### src/rtl/seg_scan_arbiter.sv
// rtl/seg_scan_arbiter.sv - two-requester arbiter for an 8-digit multiplexed 7-segment display
// Ownership only changes at frame boundaries so each owner's frame is shown intact.
module seg_scan_arbiter #(
  parameter int SCAN_DIV    = 100000,
  parameter int HOLD_FRAMES = 16
) (
  input  logic        clk,
  input  logic        rst_n,
  input  logic [1:0]  req,
  input  logic [31:0] data_a,
  input  logic [31:0] data_b,
  output logic [1:0]  gnt,
  output logic [7:0]  AN,
  output logic [6:0]  seg,
  output logic        frame_done
);

  localparam int DW = (SCAN_DIV > 1) ? $clog2(SCAN_DIV) : 1;
  localparam int HW = (HOLD_FRAMES > 1) ? $clog2(HOLD_FRAMES) : 1;

  typedef enum logic [1:0] {IDLE, OWN_A, OWN_B} state_t;

  state_t        state_q, state_d;
  logic [DW-1:0] div_q;
  logic [2:0]    digit_q;
  logic [HW-1:0] hold_q;
  logic          last_b_q;
  logic [31:0]   buf_q;
  logic [1:0]    gnt_q;
  logic [7:0]    an_q;
  logic [6:0]    seg_q;
  logic          frame_done_q;
  logic          tick, boundary;
  logic [3:0]    nib;

  assign tick     = (div_q == DW'(SCAN_DIV - 1));
  assign boundary = tick && (digit_q == 3'd7);
  assign nib      = buf_q[{digit_q, 2'b00} +: 4];

  function automatic logic [6:0] dec(input logic [3:0] n);
    case (n)
      4'h0: dec = 7'h40;  4'h1: dec = 7'h79;  4'h2: dec = 7'h24;  4'h3: dec = 7'h30;
      4'h4: dec = 7'h19;  4'h5: dec = 7'h12;  4'h6: dec = 7'h02;  4'h7: dec = 7'h78;
      4'h8: dec = 7'h00;  4'h9: dec = 7'h10;  4'hA: dec = 7'h08;  4'hB: dec = 7'h03;
      4'hC: dec = 7'h46;  4'hD: dec = 7'h21;  4'hE: dec = 7'h06;  default: dec = 7'h7F;
    endcase
  endfunction

  always_comb begin
    state_d = state_q;
    if (boundary) begin
      case (state_q)
        IDLE: begin
          if (req == 2'b11)   state_d = last_b_q ? OWN_A : OWN_B;
          else if (req[0])    state_d = OWN_A;
          else if (req[1])    state_d = OWN_B;
        end
        OWN_A: begin
          if (!req[0])                     state_d = req[1] ? OWN_B : IDLE;
          else if (hold_q == '0 && req[1]) state_d = OWN_B;
        end
        OWN_B: begin
          if (!req[1])                     state_d = req[0] ? OWN_A : IDLE;
          else if (hold_q == '0 && req[0]) state_d = OWN_A;
        end
        default: state_d = IDLE;
      endcase
    end
  end

  always_ff @(posedge clk or negedge rst_n) begin
    if (!rst_n) begin
      div_q        <= '0;
      digit_q      <= '0;
      state_q      <= IDLE;
      last_b_q     <= 1'b1;
      hold_q       <= '0;
      buf_q        <= '1;
      gnt_q        <= 2'b00;
      an_q         <= 8'hFF;
      seg_q        <= 7'h7F;
      frame_done_q <= 1'b0;
    end else begin
      div_q        <= tick ? '0 : div_q + 1'b1;
      if (tick) digit_q <= digit_q + 3'd1;
      frame_done_q <= boundary;
      state_q      <= state_d;
      gnt_q        <= {state_d == OWN_B, state_d == OWN_A};
      if (boundary) begin
        if (state_d != state_q && state_d != IDLE) begin
          last_b_q <= (state_d == OWN_B);
          hold_q   <= HW'(HOLD_FRAMES - 1);
        end else if (hold_q != '0) begin
          hold_q <= hold_q - 1'b1;
        end
        case (state_d)
          OWN_A:   buf_q <= data_a;
          OWN_B:   buf_q <= data_b;
          default: buf_q <= '1;
        endcase
      end
      // Blank on the next state so the first IDLE cycle is already dark.
      if (state_d == IDLE) begin
        an_q  <= 8'hFF;
        seg_q <= 7'h7F;
      end else begin
        an_q  <= ~(8'd1 << digit_q);
        seg_q <= dec(nib);
      end
    end
  end

  assign gnt        = gnt_q;
  assign AN         = an_q;
  assign seg        = seg_q;
  assign frame_done = frame_done_q;

endmodule

### config.mk
export PLATFORM = sky130hd
export DESIGN_NAME = seg_scan_arbiter
export DESIGN_NICKNAME = d
export VERILOG_FILES = /design/src/rtl/seg_scan_arbiter.sv
export SDC_FILE = /design/constraint.sdc
export NUM_CORES = 1
export LEC_CHECK = 0
export ABC_AREA = 1
export CAP_MARGIN = 15
export CORE_AREA = 2 2 143 145
export DETAILED_ROUTE_END_ITERATION = 10
export DIE_AREA = 0 0 145 147
export SLEW_MARGIN = 5
export SYNTH_ARGS = -nofsm -noshare
export SYNTH_HDL_FRONTEND = slang
export SYNTH_SLANG_ARGS = --single-unit
### constraint.sdc
create_clock -name clk -period 3.4 [get_ports clk]
set_input_delay 0.68 -clock clk [delete_from_list [all_inputs] [get_ports clk]]
set_output_delay 0.68 -clock clk [all_outputs]
set_load 0.01 [all_outputs]
=== After elaboration in Yosys (flattened, before gate mapping) ===
Memories as Yosys holds them, arrays and structs flattened.
Index checks and enable logic that the tools add are counted.

* Add/subtract/negate cells: 3
* Bitwise logic cells: 1
* Multiplexer cells: 18
* Equal/unequal tests: 8
* Reductions and logical operators: 12
* Shift-type cells: 2

{| class="wikitable"
|+ Operators with widths
! kind !! number
|-
| $pmux W32 S2 || 1
|-
| $shiftx A32 B6 Y4 || 1
|-
| $mux W2 || 10
|-
| $add A17 B1 Y17 const B || 1
|-
| $eq A17 B17 Y1 const B || 1
|-
| $mux W17 || 1
|-
| $mux W4 || 2
|-
| $mux W8 || 1
|-
| $not A8 Y8 || 1
|-
| $shl A1 B3 Y8 const A || 1
|-
| $mux W7 || 1
|-
| $eq A2 B2 Y1 const B || 3
|-
| $pmux W2 S3 || 1
|-
| $eq A2 B1 Y1 const B || 2
|-
| $logic_and A1 B1 Y1 || 4
|-
| $logic_not A2 Y1 || 2
|-
| $logic_not A4 Y1 || 1
|-
| $reduce_and A2 Y1 || 2
|-
| $reduce_bool A2 Y1 || 2
|-
| $reduce_bool A4 Y1 || 1
|-
| $sub A4 B1 Y4 const B || 1
|-
| $add A3 B1 Y3 const B || 1
|-
| $eq A3 B3 Y1 const B || 1
|-
| $ne A2 B2 Y1 || 1
|-
| $mux W1 || 1
|}

* Bits of input ports: 68
* ROM bits: 112
* Output and inout port bits: 18
* Flip-flop bits (word level): 77
* Memories kept: 1
* Word-level logic and storage cells: 55

{| class="wikitable"
|+ Memories
! name !! words !! width !! read ports !! clocked after memory_dff !! wr ports !! RTL line !! text
|-
| (no name shown) || 16 || 7 || 1 || 0 || 0 || 41 || <nowiki>case (n)</nowiki>
|}

=== Depth between registers and ports, before layout ===
* Depth after elaboration: 10
* Mapped depth: 18
* Mapped depth without buffers: 16

=== Worst setup path after synthesis ===
No wires, ideal clock.

* Kind: input to register
* From: input port req[0]
* To: register buf_q[24]
* Library setup time: 75 ps
* Buffers on the path: 3
* Data required time: 3,325 ps
* Stages on the path: 15
* Path slack: 815 ps
* Data arrival time: 2,510 ps
* Cells stage by stage: clkbuf_1 nor2_1 nor3_1 nand2_1 nand3_1 nand3_1 o21ai_0 inv_1 ha_1 clkbuf_1 clkbuf_1 a221oi_1 nand2_1 o21ai_2 inv_1

* Longest elaborated chain between the ends: 7
* Elaborated cells on any way between the ends: 13
* Those cells by class: eq/ne (3); mux (9); reduce/logical (1)

{| class="wikitable"
|+ RTL lines
! item !! RTL line !! text
|-
| start: declaration || 9 || <nowiki>input logic [1:0] req,</nowiki>
|-
| $logic_and A1 B1 Y1 || 64 || <nowiki>else if (hold_q == '0 && req[0]) state_d = OWN_A;</nowiki>
|-
| $mux W2 || 64 ||
|-
| $mux W2 || 63 || <nowiki>if (!req[1]) state_d = req[0] ? OWN_A : IDLE;</nowiki>
|-
| $pmux W2 S3 (*) || 52 || <nowiki>case (state_q)</nowiki>
|-
| $mux W2 (*) || 51 || <nowiki>if (boundary) begin</nowiki>
|-
| named net state_d[0] || 23 || <nowiki>state_t state_q, state_d;</nowiki>
|-
| $eq A2 B2 Y1 / $eq A2 B1 Y1 (equally long branches) || 96 || <nowiki>case (state_d)</nowiki>
|-
| $pmux W32 S2 (*) || 96 ||
|-
| end signal: assignment || 97 || <nowiki>OWN_A: buf_q <= data_a;</nowiki>
|-
| end signal: assignment || 98 || <nowiki>OWN_B: buf_q <= data_b;</nowiki>
|-
| end: declaration || 28 || <nowiki>logic [31:0] buf_q;</nowiki>
|}

Mark *: on every way through the listed nets, which the timed path passes. The rest lies on a longest branch.
A chain may end at the register's enable or synchronous reset.

=== Final worst setup path ===
* From: input port req[0]
* To: register buf_q[2]

Same word-level chain as after synthesis.

==> summary.txt <==
htree depth - 3
clk_skew - 9.95 ps
Setup crit start kind - input port
Residual DRC - 0
Fin Setup TNS - 0 ps
GR Util All Layers - 10.9%
cell area power density - 324 nW/um2
Detailed Place HPWL - 8.37 mm
Hold WC Path Type - flop to flop
Ys Warns - 0
DR WL/cell - 12.6 um
status - finished, final reports clean
DRT antenna net count - 0
total grt overflow - 0
Total Power - 1.93 mW
sequential-to-total area share from yosys stat - 42.8%
clock sinks - 77
Leak Pwr - 2.74 nW
Worst EP required - 3670 ps
hold-fix buffer count after cts - 0
clock-pin slew on the worst setup and hold paths - 60 ps
reg2reg path depth - 16
Clk Latency, worst-skew pair - 340 ps
DRT Wirelength - 11.3 mm
Post-synth EDFFs - 0
peak supply drop - 0.000139 V
synthesized instance count - 544
Worst Path Arrival - 3190 ps
Yosys reg bits - 77
Setup Viol. Count Final - 0
IO buf count - 85
core area - 19800 um2
die area - 21300 um2
routability cong. - 0.810
CTS tree - done
CP max FO - 25
endpoints failing hold - 0
Worst Hold Depth - 1
DR vias - 3855
Cell variety after synth - 40
Max Cap Violations - 0
Root Buffer - clkbuf_16
largest net degree at the start of global routing - 78
global-route wire length before repair - 18.7 mm
DR pass1 iterations - 4
CTS max path bufs - 2
vias in the first global route - 3708
critical path type - input port to flop
Mapped Nets - 630
asr flop ratio synth - 100%
cell area after synthesis - 4650 um2
worst reg-to-reg setup slack - 650 ps
slew at the pin with the worst max-slew slack - 966 ps
syn_area_per_cell - 8.54 um2
postcts setup bufs - 0
Rows - 52
die height - 147 um
initial core utilization - 23.4%
P&R area growth vs syn - 28.3%
Die Wd - 145 um
post_cts resized - 0
predominant post-synthesis flop cell - dfstp_2
RSZ-0062 raised after global routing - false
max frequency - 0.342 GHz
CP Capture Type - flop
# nets final - 709
final period demand of the worst path - 2920 ps
layout cell share with drive strength beyond 1 - 23.1%
Max-slew headroom - 35.6%
Vias/cell - 4.29
TritonCTS Buffers - 9
initial antenna violation count - 0
DRT iter0 DRCs - 281
count of pins over their slew limit - 0
Tcrit/Tclk final - 85.9%
I/O pin count - 86
ant diodes - 0
flip-flops by register name (all words and copies together) (netlist names):
register / count
gnt: 2
seg: 7
frame_done: 1
last_b_q: 1
hold_q: 4
state_q: 2
digit_q: 3
AN: 8
div_q: 17
buf_q: 32
cell usage in the layout, fill, tap and decap left out, types with 2 or more instances in the layout:
cell type and count:
nand2_1 97, clkdlybuf4s50_1 84, inv_1 63, dfstp_2 48, nor2_1 44, nand3_1 35
o21ai_0 34, a221oi_1 32, dfrtp_1 29, o21ai_2 25, inv_2 23, ha_1 18
o21ai_1 9, clkbuf_16 9, buf_4 8, nor3_1 7, nor2_2 6, nor2_4 5
o211ai_1 5, o22ai_1 5, nand2_2 5, xor2_1 5, nand3_2 4, nand4_1 4
a21oi_1 4, xnor2_1 2, clkinv_4 2, inv_6 2
where the power goes:
part | total, mW | switching [mW] | leakage [nW] | internal, mW
logic | 0.0998 | 0.0326 | 1.74 | 0.0672
clock network | 0.910 | 0.388 | 0.137 | 0.522
registers | 0.919 | 0 | 0.856 | 0.919
layer usage:
layer	global-route usage [%]	vias up	share of wire [%]
li1	-	1957	-
met1	14.2	1822	47
met2	18.2	66	48
met3	2.24	10	3.6
met4	3.86	0	1.4
met5	0	-	0
cells by family after synthesis:
logic type,Yosys count,share of synthesized area (%)
buf+inv,113,12.1
fa+ha+maj,18,4.85
simple gates,212,21.2
compound gates,117,17.8
flops,77,42.8
xor+xnor,7,1.32
worst max-delay path: stages:
cell	delay, ps
clkdlybuf4s50_1	620
nor2_1	90
nor3_1	140
nand2_1	80
nand3_1	110
nand3_1	120
o21ai_0	160
inv_1	110
ha_1	210
buf_4	230
a221oi_1	380
nand2_1	90
o21ai_0	100
inv_1	60
Yosys cell counts (4+ instances only):
master     n  area, um2
nand3_2    4       40.0
nand3_1   35        175
nand4_1    4       25.0
a21oi_1    4       20.0
o21ai_0   34        170
xor2_1     5       43.8
o22ai_1    5       31.3
ha_1      18        225
inv_1     63        236
buf_12     4       80.1
nor2_4     5       56.3
clkbuf_1   9       33.8
dfstp_2   48       1260
a221oi_1  32        280
dfrtp_1   29        726
nor3_1     7       35.0
nor2_1    44        165
o21ai_2   25        219
o211ai_1   5       37.5
o21ai_1    9       45.0
nand2_2    5       31.3
nand2_1   97        364
nor2_2     6       37.5
inv_2     23       86.3
cell type report:
cell class              instances  area (um2)
fillers                      2123       13900
multi-input cells             354        2100
flip-flops and latches         77        1990
repair buffers                 93         921
well taps                     270         338
inverters                      88         334
clock buffers                  11         243
clock inverters                 5        42.5
through the flow:
step                      instance area (um2)  worst slack [ps]  utilization (%)  hold WS [ps]  std cells
after CTS                                5960               497             30.0           469        898
after detailed placement                 5680               162             28.6           460        882
after global placement                   5680               230             28.6           453        882
final                                    5960               480             30.0           466        898
after floorplan                          4650               815                -           384        544
after global routing                     5960               172             30.0           490        898
final timing paths:
kind	start	to
worst max register to register	div_q[0]	buf_q[2]
worst min register to register	div_q[0]	div_q[0]
min in group asynchronous	rst_n	frame_done
max in group asynchronous	rst_n	digit_q[0]
worst max-delay path	req[0]	buf_q[2]
worst min-delay path	div_q[0]	div_q[0]
Power figures use the tool's default switching activity.
